==> config.mk <==
export PLATFORM = sky130hd
export DESIGN_NAME = vr_msg_dispatch
export DESIGN_NICKNAME = d
export VERILOG_FILES = /design/src/rtl/vr_msg_dispatch.sv
export SDC_FILE = /design/constraint.sdc
export NUM_CORES = 1
export LEC_CHECK = 0
export ABC_AREA = 1
export BUFFER_PORTS_ARGS = -buffer_cell sky130_fd_sc_hd__clkbuf_2
export CORE_AREA = 2 2 463 465
export CTS_BUF_LIST = sky130_fd_sc_hd__clkbuf_8
export DETAILED_ROUTE_END_ITERATION = 10
export DIE_AREA = 0 0 465 467
export PLACE_DENSITY_LB_ADDON = 0.08
export SLEW_MARGIN = 10
export SYNTH_ARGS = -nofsm -noshare
export SYNTH_HDL_FRONTEND = slang
export SYNTH_SLANG_ARGS = --single-unit
export TNS_END_PERCENT = 30
==> constraint.sdc <==
create_clock -name clk -period 1.55 [get_ports clk]
set_clock_uncertainty 0.05 [all_clocks]
set_input_delay 0.31 -clock clk [delete_from_list [all_inputs] [get_ports clk]]
set_output_delay 0.31 -clock clk [all_outputs]
set_load 0.02 [all_outputs]
==> src/rtl/vr_msg_dispatch.sv <==
// rtl/vr_msg_dispatch.sv - routes received VR messages to the prepare or commit engine by message type
// Keeps the first data beat un-consumed until the target engine has taken the metadata.
module vr_msg_dispatch #(
    parameter int                DATA_W       = 256,
    parameter int                PADBYTES_W   = 5,
    parameter int                META_W       = 96,
    parameter int                TYPE_W       = 8,
    parameter logic [TYPE_W-1:0] PREPARE_TYPE = 8'd1,
    parameter logic [TYPE_W-1:0] COMMIT_TYPE  = 8'd3,
    parameter int                CNT_W        = 32
) (
    input  logic                  clk,
    input  logic                  rst,

    input  logic                  src_disp_meta_val,
    input  logic [META_W-1:0]     src_disp_meta,
    output logic                  disp_src_meta_rdy,
    input  logic                  src_disp_data_val,
    input  logic [DATA_W-1:0]     src_disp_data,
    input  logic                  src_disp_data_last,
    input  logic [PADBYTES_W-1:0] src_disp_data_padbytes,
    output logic                  disp_src_data_rdy,

    output logic                  manage_prep_msg_val,
    output logic [META_W-1:0]     manage_prep_msg,
    input  logic                  prep_manage_msg_rdy,
    output logic                  manage_prep_req_val,
    output logic [DATA_W-1:0]     manage_prep_req_data,
    output logic                  manage_prep_req_last,
    output logic [PADBYTES_W-1:0] manage_prep_req_padbytes,
    input  logic                  prep_manage_req_rdy,
    input  logic                  prep_engine_rdy,

    output logic                  manage_commit_msg_val,
    output logic [META_W-1:0]     manage_commit_msg,
    input  logic                  commit_manage_msg_rdy,
    output logic                  manage_commit_req_val,
    output logic [DATA_W-1:0]     manage_commit_req_data,
    output logic                  manage_commit_req_last,
    output logic [PADBYTES_W-1:0] manage_commit_req_padbytes,
    input  logic                  commit_manage_req_rdy,
    input  logic                  commit_engine_rdy,

    output logic [CNT_W-1:0]      prep_cnt,
    output logic [CNT_W-1:0]      commit_cnt,
    output logic [CNT_W-1:0]      drop_cnt
);

    typedef enum logic [2:0] {
        IDLE     = 3'd0,
        PEEK     = 3'd1,
        DISPATCH = 3'd2,
        STREAM   = 3'd3,
        DRAIN    = 3'd4
    } state_t;

    state_t              state_q, state_d;
    logic                tgt_commit_q, tgt_commit_d;
    logic [META_W-1:0]   meta_q, meta_d;
    logic [CNT_W-1:0]    prep_cnt_q, prep_cnt_d;
    logic [CNT_W-1:0]    commit_cnt_q, commit_cnt_d;
    logic [CNT_W-1:0]    drop_cnt_q, drop_cnt_d;

    logic [TYPE_W-1:0]   msg_type;
    logic                eng_rdy, msg_rdy, req_rdy;
    logic                msg_val, req_val, meta_rdy, data_rdy;

    assign msg_type = src_disp_data[DATA_W-1 -: TYPE_W];
    assign eng_rdy  = tgt_commit_q ? commit_engine_rdy     : prep_engine_rdy;
    assign msg_rdy  = tgt_commit_q ? commit_manage_msg_rdy : prep_manage_msg_rdy;
    assign req_rdy  = tgt_commit_q ? commit_manage_req_rdy : prep_manage_req_rdy;

    always_comb begin
        state_d      = state_q;
        tgt_commit_d = tgt_commit_q;
        meta_d       = meta_q;
        prep_cnt_d   = prep_cnt_q;
        commit_cnt_d = commit_cnt_q;
        drop_cnt_d   = drop_cnt_q;
        meta_rdy     = 1'b0;
        data_rdy     = 1'b0;
        msg_val      = 1'b0;
        req_val      = 1'b0;
        unique case (state_q)
            IDLE: begin
                meta_rdy = 1'b1;
                if (src_disp_meta_val) begin
                    meta_d  = src_disp_meta;
                    state_d = PEEK;
                end
            end
            PEEK: begin
                if (src_disp_data_val) begin
                    if (msg_type == PREPARE_TYPE) begin
                        tgt_commit_d = 1'b0;
                        state_d      = DISPATCH;
                    end else if (msg_type == COMMIT_TYPE) begin
                        tgt_commit_d = 1'b1;
                        state_d      = DISPATCH;
                    end else begin
                        drop_cnt_d = drop_cnt_q + CNT_W'(1);
                        state_d    = DRAIN;
                    end
                end
            end
            DISPATCH: begin
                // Engine needs metadata and first beat presented together; beat stays held.
                if (eng_rdy) begin
                    msg_val = 1'b1;
                    req_val = src_disp_data_val;
                    if (msg_rdy) begin
                        if (tgt_commit_q) commit_cnt_d = commit_cnt_q + CNT_W'(1);
                        else              prep_cnt_d   = prep_cnt_q + CNT_W'(1);
                        state_d = STREAM;
                    end
                end
            end
            STREAM: begin
                req_val  = src_disp_data_val;
                data_rdy = req_rdy;
                if (src_disp_data_val && req_rdy && src_disp_data_last) state_d = IDLE;
            end
            DRAIN: begin
                data_rdy = 1'b1;
                if (src_disp_data_val && src_disp_data_last) state_d = IDLE;
            end
            default: begin
                state_d  = state_t'(3'bxxx);
                meta_rdy = 1'bx;
                data_rdy = 1'bx;
                msg_val  = 1'bx;
                req_val  = 1'bx;
            end
        endcase
        // Handshakes are held off while reset is asserted so nothing is exchanged mid-flush.
        if (rst) begin
            meta_rdy = 1'b0;
            data_rdy = 1'b0;
            msg_val  = 1'b0;
            req_val  = 1'b0;
        end
    end

    always_ff @(posedge clk) begin
        if (rst) begin
            state_q      <= IDLE;
            tgt_commit_q <= 1'b0;
            meta_q       <= '0;
            prep_cnt_q   <= '0;
            commit_cnt_q <= '0;
            drop_cnt_q   <= '0;
        end else begin
            state_q      <= state_d;
            tgt_commit_q <= tgt_commit_d;
            meta_q       <= meta_d;
            prep_cnt_q   <= prep_cnt_d;
            commit_cnt_q <= commit_cnt_d;
            drop_cnt_q   <= drop_cnt_d;
        end
    end

    assign disp_src_meta_rdy          = meta_rdy;
    assign disp_src_data_rdy          = data_rdy;

    assign manage_prep_msg_val        = msg_val & ~tgt_commit_q;
    assign manage_prep_msg            = meta_q;
    assign manage_prep_req_val        = req_val & ~tgt_commit_q;
    assign manage_prep_req_data       = src_disp_data;
    assign manage_prep_req_last       = src_disp_data_last;
    assign manage_prep_req_padbytes   = src_disp_data_padbytes;

    assign manage_commit_msg_val      = msg_val & tgt_commit_q;
    assign manage_commit_msg          = meta_q;
    assign manage_commit_req_val      = req_val & tgt_commit_q;
    assign manage_commit_req_data     = src_disp_data;
    assign manage_commit_req_last     = src_disp_data_last;
    assign manage_commit_req_padbytes = src_disp_data_padbytes;

    assign prep_cnt   = prep_cnt_q;
    assign commit_cnt = commit_cnt_q;
    assign drop_cnt   = drop_cnt_q;

endmodule

# == Word level (Yosys, flattened, before mapping) ==
# Index checks and enable logic that the tools add are counted.
# totals
regBits,196
input_bits,368
output_inout_bits,818
wordCells,67
# op_classes
addsub,3
eq_ne,12
mux,24
n_bitwise,7
n_reduce_logical,15
# op_table
op,n
"adder 32 x 1 -> 32 bit, second input constant",3
two-way mux 3 bit,8
one-hot mux 3 bit (5 select lines),1
"inequality test 2 bit, second input constant",6
AND reduction 4 bit,3
two-way mux 1 bit,11
"equality test 8 x 1 -> 1 bit, second input constant",1
"equality test 8 x 2 -> 1 bit, second input constant",1
OR reduction 4 bit,2
"equality test 3 x 2 -> 1 bit, second input constant",2
one-hot mux 1 bit (3 select lines),2
AND reduction 6 bit,1
OR reduction 3 bit,2
bitwise AND 1 bit,4
one-hot mux 1 bit (2 select lines),2
"equality test 3 x 1 -> 1 bit, second input constant",1
"equality test 3 bit, second input constant",1
logical AND 1 bit,3
logical NOT 3 bit,1
inverter 1 bit,3
AND reduction 3 bit,1
AND reduction 2 bit,1
nonzero test 2 bit,1

# == Logic depth before layout (Yosys ltp) ==
# logic_depth
word_depth,5
depth_mapped,10
ltp_nobuf,10

# == Least setup slack after synthesis ==
# OpenSTA, ideal clock, no wires.
# synth_path
path_type,in2out
startpoint,in rst
endpoint,out manage_commit_msg_val
arrival_ns,1.480
required_time_ns,1.190
path_slack_ns,-0.290
cell_stages,6
n_path_buf,3
path_cell_list,clkbuf_1 > inv_1 > clkbuf_1 > buf_1 > nand2_1 > nor2_1
# synth_between
elab_chain_len,2
# synth_rtl
element,line_no,rtl
start: declaration,13,"input logic rst,"
two-way mux 1 bit,136,if (rst) begin
bitwise AND 1 bit,172,assign manage_commit_msg_val = msg_val & tgt_commit_q;
end: declaration,34,"output logic manage_commit_msg_val,"
# No other way between the ends.

# == Worst setup path in the final report ==
# layout_path
startpoint,reg tgt_commit_q
endpoint,out manage_prep_req_val
# layout_between
elab_chain_len,5
word_cells_on_any_way,6
cone_classes,mux (4); bitwise (2)
# layout_rtl
element,line_no,rtl
start: declaration,58,"logic tgt_commit_q, tgt_commit_d;"
start signal: assignment,154,tgt_commit_q <= tgt_commit_d;
two-way mux 1 bit,69,assign eng_rdy = tgt_commit_q ? commit_engine_rdy : prep_engine_rdy;
two-way mux 1 bit,108,if (eng_rdy) begin
one-hot mux 1 bit (3 select lines),84,unique case (state_q)
two-way mux 1 bit,136,
bitwise AND 1 bit (*),167,assign manage_prep_req_val = req_val & ~tgt_commit_q;
end: declaration,27,"output logic manage_prep_req_val,"
# Mark *: on every way between the ends. The rest lies on a longest branch, timed or not.

==> key figures <==
Floorplan
  • Io pins: 1,186
  • Die Span X: around 470 µm
  • Initial Util: 0.0647
  • Die Ht: 467 µm
  • Die Area: 217,000 µm²
  • CORE AREA: between 200,000 and 250,000 µm²
  • Std cell rows: around 170

Yosys
  • Top post-synthesis cells by area: buf_4, dfxtp_1, nand2_1
  • Cell variety after synth: 31
  • Syn. warnings: 0
  • Register area share after synthesis: 0.286
  • Top cell type's share of synthesized area: 0.340
  • Syn_area_per_cell: about 7.0 µm²
  • Cell Area, Synth: 13,700 µm²
  • Yosys reg bits: ~200
  • Post-Syn Instances: 1,949
  • Top cell type by total area after synthesis: buf_4
  • Synthesized Nets: 2,320

Pwr
  • Final Total Pwr: between 20 and 25 mW
  • Combinational share of power: 0.453
  • Peak supply drop: 0.000760 V
  • Net switching power: 8.88 mW
  • Reg power frac: 0.340
  • Power per standard cell area: 882 nW/µm²
  • Power share of the clock group: 0.206
  • Total internal power: 12.1 mW
  • Sw Share: 0.423
  • Pleak: between 9 and 10 nW

Place
  • DP HPWL: 75,200 µm
  • GP Congestion: 0.647
  • Pre-CTS WS: -424 ps
  • IO buf count: 426
  • Placed Instances: 4,842

Clock tree
  • CTS tree: built
  • CTS Root Cell: clkbuf_8
  • Worst skew pair latency: 660 ps
  • CTS clk-pin slew, worst paths: 140 ps
  • CTS H-tree depth: 4
  • CTS max path bufs: 2
  • Sinks on Clock Net: 196
  • CTS Buf Count: 17

STA
  • Rel. slew slack: 0.632
  • Tcrit/Tclk final: 1.44
  • Slew @ Worst Pin: about 550 ps
  • Slew Limit Fails: 0
  • Final Critical Period: 2230 ps
  • Unrepaired setup endpoints after global routing: true
  • Final setup vio count: 372
  • Setup ws final: -681 ps
  • Setup TNS: -30,140 ps
  • Fin. Hold Viols: 0
  • Fmax: 0.448 GHz

Global routing
  • First-pass GRT wire length: 118,000 µm
  • GRT Util Overall: 0.0808
  • Total congestion overflow: 0
  • Largest net degree at the start of global routing: 43
  • Vias in the first global route: 13,047
  • Initial antenna violation count: 6

Min path
  • Hold Path Class: in2reg

Finish
  • Most common cell after layout, fill and taps aside: buf_4
  • Area grow syn2layout: 73.7%
  • Post-route insts no fill: 5,141
  • Util after Layout: 0.112
  • Nets: 2,675
  • Most frequent cells in the layout: buf_4, nand2_1, clkbuf_2, inv_1, buf_6
  • Layout cells sized above 1: 0.552

Job
  • Max-Cap Viols: 0

Critical path
  • Worst Setup Start Kind: flop
  • R2R Setup Slk: -320 ps
  • Crit path kind: reg2out
  • Critical Path RT: 1190 ps
  • Crit. End Element: output pin
  • Highest net fanout along the worst path: 4
  • Data arrival, critical path: 1870 ps

Route
  • Routed wire per std cell: 17.8 µm
  • DR vias: 12,831
  • Drt first pass iters: 4
  • DR iter-0 viols: 380
  • Residual DRC: 0
  • Post-route antenna net violation count: 0
  • DRT Wirelength: 91,700 µm
  • Via/cell ratio: 2.50

Outcome
  • Failing checks: negative setup slack
  • Outcome: complete, but fails checks
-- power groups by stage --
stage / clock [mW] / sequential, mW / combinational, mW
floorplan: 0 / 7.27 / 5.49
global placement: 0 / 6.92 / 7.31
detailed placement: 0 / 6.96 / 7.15
CTS: 5.00 / 7.07 / 8.64
global route: 5.01 / 7.30 / 10.3
finish: 4.33 / 7.14 / 9.51
-- flip-flops by register name, summed over array words and instances (netlist names) --
name and flops:
manage_commit_msg 96, commit_cnt 32, drop_cnt 32, state_q 3, tgt_commit_q 1, prep_cnt 32
-- cell usage after synthesis --
cell	count
buf_4	621
nand2_1	236
inv_1	202
nor2_1	201
dfxtp_1	196
a21oi_1	122
o21ai_0	113
nand3_1	77
nand4_1	43
clkbuf_1	37
nor3_1	20
xnor2_1	14
xor2_1	13
nor2_2	9
buf_1	5
nor2_4	5
and3_1	4
buf_2	4
a31oi_1	3
ha_1	3
inv_2	3
nor3b_1	3
o21bai_1	3
and2_1	2
buf_6	2
nand3_4	2
nand3b_1	2
a211oi_1	1
nand2_2	1
nor3b_2	1
o211ai_1	1
-- through the flow --
stage / hold slack [ps] / cell area [µm²]
global route: 121 / 23800
global placement: 406 / 17100
CTS: 42.5 / 21900
finish: 200 / 23800
detailed placement: 411 / 17100
floorplan: 433 / 13700
-- metal layers --
| layer | wire (µm) | GRT usage |
|---|---|---|
| met1 | 30700 | 0.0742 |
| met2 | 45400 | 0.140 |
| met3 | 10600 | 0.0454 |
| met4 | 5020 | 0.0475 |
| met5 | 0 | 0 |
-- cells by family (layout without fill, tap and decap cells) --
kind of cell             Yosys count  count (layout)  share of synthesized area
AO/OA/AOI/OAI                    243             243                     0.0900
XOR/XNOR                          27              27                     0.0173
adder cells (fa/ha/maj)            3               3                    0.00274
buffers and inverters            874            1242                      0.411
flip-flops                       196             196                      0.286
other                              0               3                          0
AND/OR/NAND/NOR                  606             606                      0.192
-- worst paths after layout --
check,start,to,cells after the start
max reg2reg,state_q[0],commit_cnt[27],13
min,prep_manage_req_rdy,state_q[1],8
max,tgt_commit_q,manage_prep_req_val,9
min reg2reg,manage_commit_msg[42],manage_commit_msg[42],2
-- worst max-delay path, cell delays in order, from the launching register on --
cell	delay [ps]
dfxtp_4	420
inv_4	50
nand2_4	90
nand2_4	60
nand2_4	70
inv_2	40
o211ai_1	150
buf_4	170
nor2_2	40
buf_6	120
-- timing repair --
| item | 4_1_cts | 5_1_grt |
|---|---|---|
| buffers inserted | 111 | 69 |
| hold buffers | 101 | 0 |
| gates cloned | 0 | 3 |
| endpoints found under the hold margin | 113 | 0 |
| setup endpoints to repair | 452 | 466 |
| pin swaps | 15 | 69 |
| gates resized for setup | 717 | 490 |
-- cell type report --
| cell class | count | area [µm²] |
|---|---|---|
| Clock inverter | 15 | 213 |
| Multi-Input combinational cell | 879 | 4990 |
| Clock buffer | 17 | 234 |
| Fill cell | 24532 | 188000 |
| Inverter | 205 | 803 |
| Timing Repair Buffer | 1005 | 9590 |
| Antenna cell | 3 | 7.51 |
| Tap cell | 2821 | 3530 |
| Sequential cell | 196 | 4420 |
Note: power is estimated with default switching activity, not from simulation.
